--- src/rtl/branch_predictor_bht.sv ---
// branch_predictor_bht: direct-mapped BHT of 2-bit saturating counters plus a
// tagged BTB. Lookup is combinational from pc; resolved branches write back
// through the update port and become visible one clock later. After reset an
// init sequencer walks every entry, so the tables themselves carry no reset.
// Optional macro BP_GSHARE_EN: XOR a global history register into the
// counter index (gshare). Default build is pure bimodal.
module branch_predictor_bht #(
   parameter int          ADDR_WIDTH = 32,
   parameter int          INDEX_BITS = 6,
   parameter int          TAG_BITS   = 8,
   parameter int          HIST_BITS  = 6,
   parameter logic [1:0]  CTR_INIT   = 2'b01
) (
   input  logic                  clk,
   input  logic                  reset,
   input  logic [ADDR_WIDTH-1:0] pc,
   output logic                  predict_taken,
   output logic [ADDR_WIDTH-1:0] predict_target,
   output logic                  predict_hit,
   output logic [HIST_BITS-1:0]  pred_hist,
   input  logic                  upd_valid,
   input  logic [ADDR_WIDTH-1:0] upd_pc,
   input  logic                  upd_taken,
   input  logic [ADDR_WIDTH-1:0] upd_target,
   input  logic [HIST_BITS-1:0]  upd_hist,
   output logic                  ready
);

   localparam int ENTRIES = 1 << INDEX_BITS;

   typedef enum logic {ST_INIT, ST_RUN} state_t;

   state_t                  state_reg;
   logic [INDEX_BITS-1:0]   ptr_reg;
   logic                    ready_reg;

   logic [1:0]              ctr_mem        [ENTRIES];
   logic [ENTRIES-1:0]      btb_valid_reg;
   logic [TAG_BITS-1:0]     btb_tag_mem    [ENTRIES];
   logic [ADDR_WIDTH-1:0]   btb_target_mem [ENTRIES];

   logic [INDEX_BITS-1:0]   li, ui, ci, cu;
   logic [TAG_BITS-1:0]     lt, ut;
   logic [1:0]              ctr_cur, ctr_next;
   logic                    hit;
   logic                    upd_en;

   assign li = pc[INDEX_BITS+1:2];
   assign lt = pc[INDEX_BITS+TAG_BITS+1:INDEX_BITS+2];
   assign ui = upd_pc[INDEX_BITS+1:2];
   assign ut = upd_pc[INDEX_BITS+TAG_BITS+1:INDEX_BITS+2];

   // Updates are only honoured once the tables are initialised.
   assign upd_en = upd_valid && (state_reg == ST_RUN) && !reset;

`ifdef BP_GSHARE_EN
   logic [HIST_BITS-1:0] ghr_reg;

   // Global history shifts in every resolved outcome while running.
   always_ff @(posedge clk) begin
      if (reset)
         ghr_reg <= '0;
      else if (upd_en)
         ghr_reg <= {ghr_reg[HIST_BITS-2:0], upd_taken};
   end

   assign ci        = li ^ INDEX_BITS'(ghr_reg);
   assign cu        = ui ^ INDEX_BITS'(upd_hist);
   assign pred_hist = ghr_reg;

   logic unused_bits;
   assign unused_bits = ^{upd_pc[ADDR_WIDTH-1:INDEX_BITS+TAG_BITS+2], upd_pc[1:0]};
`else
   assign ci        = li;
   assign cu        = ui;
   assign pred_hist = '0;

   logic unused_bits;
   assign unused_bits = ^{upd_pc[ADDR_WIDTH-1:INDEX_BITS+TAG_BITS+2], upd_pc[1:0], upd_hist};
`endif

   // Init sequencer: one entry per cycle, then RUN; reset always restarts it.
   always_ff @(posedge clk) begin
      if (reset) begin
         state_reg <= ST_INIT;
         ptr_reg   <= '0;
         ready_reg <= 1'b0;
      end else begin
         case (state_reg)
            ST_INIT: begin
               ptr_reg <= ptr_reg + INDEX_BITS'(1);
               if (ptr_reg == INDEX_BITS'(ENTRIES - 1)) begin
                  state_reg <= ST_RUN;
                  ready_reg <= 1'b1;
               end
            end
            default: begin
               state_reg <= ST_RUN;
               ready_reg <= 1'b1;
            end
         endcase
      end
   end

   assign ready = ready_reg;

   // Saturating counter step for the entry being updated.
   always_comb begin
      ctr_cur  = ctr_mem[cu];
      ctr_next = ctr_cur;
      if (upd_taken) begin
         if (ctr_cur != 2'b11)
            ctr_next = ctr_cur + 2'b01;
      end else begin
         if (ctr_cur != 2'b00)
            ctr_next = ctr_cur - 2'b01;
      end
   end

   // Table writes: init clears one entry per cycle, RUN applies resolved branches.
   always_ff @(posedge clk) begin
      if (!reset && state_reg == ST_INIT) begin
         ctr_mem[ptr_reg]       <= CTR_INIT;
         btb_valid_reg[ptr_reg] <= 1'b0;
      end else if (upd_en) begin
         ctr_mem[cu] <= ctr_next;
         if (upd_taken) begin
            btb_valid_reg[ui]  <= 1'b1;
            btb_tag_mem[ui]    <= ut;
            btb_target_mem[ui] <= upd_target;
         end
      end
   end

   // Same-cycle lookup; reads the tables as they stand before this edge's update.
   always_comb begin
      hit            = (state_reg == ST_RUN) && btb_valid_reg[li] && (btb_tag_mem[li] == lt);
      predict_hit    = hit;
      predict_taken  = hit && ctr_mem[ci][1];
      predict_target = predict_taken ? btb_target_mem[li] : pc + ADDR_WIDTH'(4);
   end

endmodule

--- config.mk ---
export PLATFORM = sky130hd
export DESIGN_NAME = branch_predictor_bht
export DESIGN_NICKNAME = d
export VERILOG_FILES = /design/src/rtl/branch_predictor_bht.sv
export SDC_FILE = /design/constraint.sdc
export NUM_CORES = 2
export LEC_CHECK = 0
export CORE_ASPECT_RATIO = 0.9
export CORE_UTILIZATION = 60
export DETAILED_ROUTE_END_ITERATION = 6
export PLACE_DENSITY_LB_ADDON = 0.08
export SKIP_CTS_REPAIR_TIMING = 1
export SYNTH_ARGS = -nofsm -noshare
export SYNTH_HDL_FRONTEND = slang
export SYNTH_SLANG_ARGS = --single-unit
--- constraint.sdc ---
create_clock -name clk -period 17.6 [get_ports clk]
set_input_delay 2.64 -clock clk [delete_from_list [all_inputs] [get_ports clk]]
set_output_delay 2.64 -clock clk [all_outputs]
set_load 0.05 [all_outputs]
==> flow_metrics.py <==
metrics = {
    "run_status": {
        "status": "complete, no violations",
    },
    "grt": {
        "antenna_found_initial": 15,
        "grt_pass1_wl_um": 398900,
        "grt_start_max_net_pins": 154,
        "grt_pass1_vias": 52260,
        "track_usage_pct": 31.77,
        "overflow": 0,
    },
    "sta": {
        "min_period_over_period_pct": 65.38,
        "slew_violations": 0,
        "holdWs_ns": 0.4455,
        "setup_viol": 0,
        "setup_ws_ns": 6.094,
        "tightestPinTransition_ns": 1.288,
        "rsz0062_at_grt": "no",
        "fmax_ghz": 0.08691,
        "final-hold-violation-count": 0,
        "slew_headroom_pct": 14.15,
        "setup_tns_ns": 0,
        "skew_ns": 0.03080,
        "min_period_ns": 11.51,
    },
    "worst_setup_path": {
        "cp_max_fo": 68,
        "r2r_setup_slack_ns": 12.74,
        "end_kind": "primary output",
        "max_stage_delay_ns": 0.81,
        "cp.arrival_ns": 8.87,
        "worstPathRequired_ns": 14.96,
        "path_common_cell": "buf_4",
        "path_class": "in -> out",
        "start_kind": "primary input",
        "crit_chain": "buf_8 -> buf_4 -> buf_4 -> nor2b_1 -> a22oi_1 -> a211oi_1 -> a31o_2 -> o31ai_1 -> nand4_1 -> nor4_4 -> buf_4 -> mux2_2 -> clkdlybuf4s50_1",
        "cpMaxStageDelayCell": "buf_4",
    },
    "synth": {
        "async_reset_ff_share_pct": 0,
        "syn_area_mm2": 0.1080,
        "yosys.area_share.simple_pct": 1.891,
        "synth-xor-area-share_pct": 0.3325,
        "yosys_warnings": 0,
        "yosys_most_used_dff": "edfxtp_1",
        "synthAdderAreaFrac_pct": 0.03244,
        "ys_top_cells_by_area": "edfxtp_1 (77%), mux4_2 (16%), mux2i_1 (0.90%)",
        "ys_ff_latch": 2760,
        "synth-seq-area-share_pct": 76.66,
        "synth_top_family_by_area": "multiplexers",
        "synth_edf_count": 2752,
        "synth_mux_area_share_pct": 17.80,
        "postSynthAreaPerCell_um2": 22.52,
        "synth_compound_area_share_pct": 2.025,
        "synth_top_area_cell": "edfxtp_1",
        "synth.top_cell.area_share_pct": 76.52,
        "post-synth-top-count-cell": "edfxtp_1",
        "synthCells": 4796,
        "synth_commonest_cells": "edfxtp_1 (2752), mux4_2 (786), nor2_1 (193)",
        "post_synth_num_cell_types": 65,
    },
    "finish": {
        "n_fill_cell": 11090,
        "largest_registers": "btb_target_mem (2048), btb_tag_mem (512), ctr_mem (128)",
        "multiInputGateArea_mm2": 0.02440,
        "seq_area_mm2": 0.08280,
        "largest_reg_flops": 2048,
        "drive_gt1_share_pct": 27.67,
        "top_register": "btb_target_mem",
        "layout.nets": 5185,
        "design_area_mm2": 0.1209,
        "synthToLayoutAreaGrowth_pct": 11.91,
        "fin_util_pct": 67.68,
        "stdcell_count": 7663,
    },
    "placement": {
        "io_buffers": 116,
        "placed_area_mm2": 0.1123,
        "dp.cells": 7169,
        "pre_cts_ws_ns": 5.894,
        "gp_congestion": 0.8723,
        "dp_hpwl_um": 145000,
    },
    "pwr": {
        "ir_drop_mv": 0.09766,
        "power.total_mw": 13.56,
        "powerDensity_mw_per_mm2": 112.2,
        "p_leak_nw": 37.67,
    },
    "floorplanning": {
        "coreArea_mm2": 0.1786,
        "initial_core_util_pct": 60.47,
        "pin_count": 147,
        "core.rowCount": 147,
        "fp.dieW_um": 449.2,
        "die_area_mm2": 0.1817,
        "dieHeight_um": 404.5,
    },
    "cts": {
        "cts_htree_levels": 5,
        "cts_buffers": 289,
        "cts.sinks": 2760,
        "cts_root_buf": "clkbuf_16",
        "clockBufferDepth": 4,
        "cts_tree": "done",
        "clk_latency_ns": 0.92,
        "path_clk_slew_ns": 0.06,
    },
    "detailed_routing": {
        "routed_wl_um": 285000,
        "drtPass1Iterations": 6,
        "drc": 0,
        "vias": 53540,
        "avgRoutedWirePerCell_um": 37.19,
        "vias_per_cell": 6.987,
        "drt-initial-drc-count": 8082,
        "final_antenna_net_count": 0,
    },
    "hold_path": {
        "hold_class": "reg -> reg",
    },
    "flow_run": {
        "cap_violations": 0,
    },
}
cell usage in the layout (no fill, tap or decap), types with 74 or more instances in the layout:
master           netlist  routed
a21oi_1              145     145
a22oi_1              108     108
mux4_2               786     786
mux2i_1               97      97
clkbuf_16              0     293
buf_4                 29     128
clkdlybuf4s50_1        0      74
edfxtp_1            2752    2752
nor2_1               193     125
nand2_1              110     110
area by class of cell:
| class | instances | share of cell area (%) |
|---|---|---|
| clock buffers | 363 | 6.292 |
| clock inverters | 124 | 0.7951 |
| flip-flops and latches | 2760 | 68.51 |
| repair buffers | 250 | 1.699 |
| inverters | 11 | 0.04244 |
| well taps | 2384 | 2.468 |
| diodes | 6 | 0.01242 |
| multi-input cells | 1765 | 20.18 |
logic make-up (layout without fill, tap and decap cells):
| logic type | after synthesis | after routing |
|---|---|---|
| other | 1 | 12 |
| AND/OR/NAND/NOR | 447 | 447 |
| buffers and inverters | 276 | 748 |
| multiplexers | 932 | 932 |
| flip-flops | 2760 | 2760 |
| AO/OA/AOI/OAI | 336 | 336 |
| XOR/XNOR | 41 | 41 |
| adder cells (fa/ha/maj) | 3 | 3 |
worst max-delay path: cells and delay by family:
kind,cells,cell delay (ns)
buf+inv,5,3.23
simple gates,3,1.23
compound gates,4,1.17
mux,1,0.46
report_power, final:
group	switching, mW	internal, mW
combinational	0.389	0.255
sequential	0.00668	7.24
clock	2.42	3.25
final timing paths:
kind,start,endpoint,cells after the start
min reg2reg,ready,ready,2
max reg2reg,state_reg,btb_target_mem[48][20],5
max,pc[3],predict_target[5],13
min,ready,ready,2
per-layer routing:
layer | share of wire [%] | vias to the layer above | GRT usage, %
li1 | - | 21010 | -
met1 | 39 | 28680 | 46.87
met2 | 47 | 3266 | 48.18
met3 | 11 | 572 | 6.468
met4 | 3.8 | 8 | 11.23
met5 | 0.022 | - | 0
Note: power is estimated with default switching activity, not from simulation.
==> variant (config.mk and constraints unchanged) <==
The option `BP_GSHARE_EN` is turned on by a define.
--- a/src/rtl/branch_predictor_bht.sv
+++ b/src/rtl/branch_predictor_bht.sv
@@ -4,6 +4,8 @@
 // init sequencer walks every entry, so the tables themselves carry no reset.
 // Optional macro BP_GSHARE_EN: XOR a global history register into the
 // counter index (gshare). Default build is pure bimodal.
+`define BP_GSHARE_EN
+
 module branch_predictor_bht #(
    parameter int          ADDR_WIDTH = 32,
    parameter int          INDEX_BITS = 6,
Check against the original RTL: not settled (the Yosys comparison gave no result); the edit may change what the design does.
==> variant against the unedited design <==
  * The run now ends with design-rule violations left
  * Wire length increased by 0.51%
  * Setup slack got worse by 0.039 ns
  * Count of clock-buffer cells in the layout decreased by 1
  * Sequential cell count increased by 6
  * Power about the same
  * Synthesized area increased by 0.60%
  * First-iteration DRC count increased by 2.7%
  * Design area increased by 0.43%
  * Synthesized cell count decreased by 1.6%
==> variant: results (changes against the unedited design) <==
Status
Run status: finished with violations (was complete, no violations). The checks that failed: design-rule violations.

Final layout
The number of filler cells placed in the layout was 11140 (was 11091). The layout net count is 5117 (was 5185). The layout cell share with drive strength beyond 1 is 28.6% (was 27.7%).

Power and ir drop
The cell leakage power came to 37.7 nW (about the same). The cell-internal power came to 0.0108 W (was 0.0107 W).

Worst setup path
The worst setup slack for register-to-register paths is 13.08 ns (was 12.74 ns). The origin of the worst setup path is pc[4] (was pc[3]). The critical path's slowest cell is clkdlybuf4s50_1 (was buf_4). The largest stage delay on the critical path is 0.83 ns (was 0.81 ns).

Detailed routing
The met2 wirelength from detailed routing was 133000 um (about the same). The number of search-and-repair iterations in the first detailed-routing pass is 7 (was 6). The average wire length per cell after detail routing is 37.8 um (was 37.2 um). The via count normalized by instance count is 7.07 (was 6.99). The total DRC errors in the routed layout came to 48 (was 0).

Place
The routability congestion estimate from global placement is 0.852 (was 0.872). The half-perimeter wire length after placement is 147000 um (was 145000 um). The placed cell area is 0.113 mm2 (was 0.112 mm2). The cell total after placement is 7103 (was 7169).

Global route
The global router's overall resource usage is 31.9% (was 31.8%). The pin count of the biggest net entering global routing was 148 (was 154). The number of antenna violations at the first check in global routing was 16 (was 15). The met1 global-route usage was 47.6% (was 46.9%).

The met3 usage is 6.13% (was 6.47%). The met2 track utilization from global routing is 48.3% (was 48.2%).

Synth
The number of different library cells in the post-synthesis netlist was 63 (was 65).

Clock tree
The total CTS buffers is 288 (was 289).

STA
The ratio of final minimum period to clock period is 65.6% (was 65.4%).
[variant: worst paths after layout]
check / endpoint
worst min register to register: ready
worst max-delay path: predict_target[15]
worst min-delay path: ready
worst max register to register: btb_tag_mem[2][4]
[variant: metrics by stage]
stage               total power, W  hold WS (ns)
floorplan                  0.00781         0.532
global placement           0.00804         0.443
detailed placement         0.00805         0.452
CTS                         0.0136         0.459
global route                0.0139         0.492
finish                      0.0136         0.457
[variant: power groups by stage]
stage | clock [W] | sequential [W] | combinational (W)
after floorplan | 0 | 0.00739 | 0.000417
after global placement | 0 | 0.00739 | 0.000648
after detailed placement | 0 | 0.00740 | 0.000659
after CTS | 0.00569 | 0.00726 | 0.000661
after global routing | 0.00593 | 0.00725 | 0.000695
final | 0.00565 | 0.00726 | 0.000660
[variant: kinds of logic (layout without fill, tap and decap cells)]
logic type,count (synthesis),after routing,synth area share (%)
buffers and inverters,259,732,1.32
adder cells (fa/ha/maj),2,2,0.0230
flip-flops,2766,2766,76.3
AO/OA/AOI/OAI,254,254,1.42
other,0,9,0
multiplexers,970,970,18.8
XOR/XNOR,55,55,0.443
AND/OR/NAND/NOR,411,411,1.72
[variant: final cells by class]
type / instances / area [um2] / share of cell area, %
clock buffers: 362 / 7590 / 6.25
well taps: 2384 / 2980 / 2.46
repair buffers: 252 / 2090 / 1.72
inverters: 9 / 43.8 / 0.0361
flip-flops and latches: 2766 / 82900 / 68.3
diodes: 9 / 22.5 / 0.0186
multi-input cells: 1692 / 24900 / 20.5
clock inverters: 109 / 880 / 0.725
[variant: critical path, delay by kind of cell]
kind / cells / cell delay [ns]
XOR/XNOR: 1 / 0.19
AND/OR/NAND/NOR: 4 / 1.36
buffers and inverters: 5 / 3.46
AO/OA/AOI/OAI: 2 / 0.49
multiplexers: 1 / 0.41
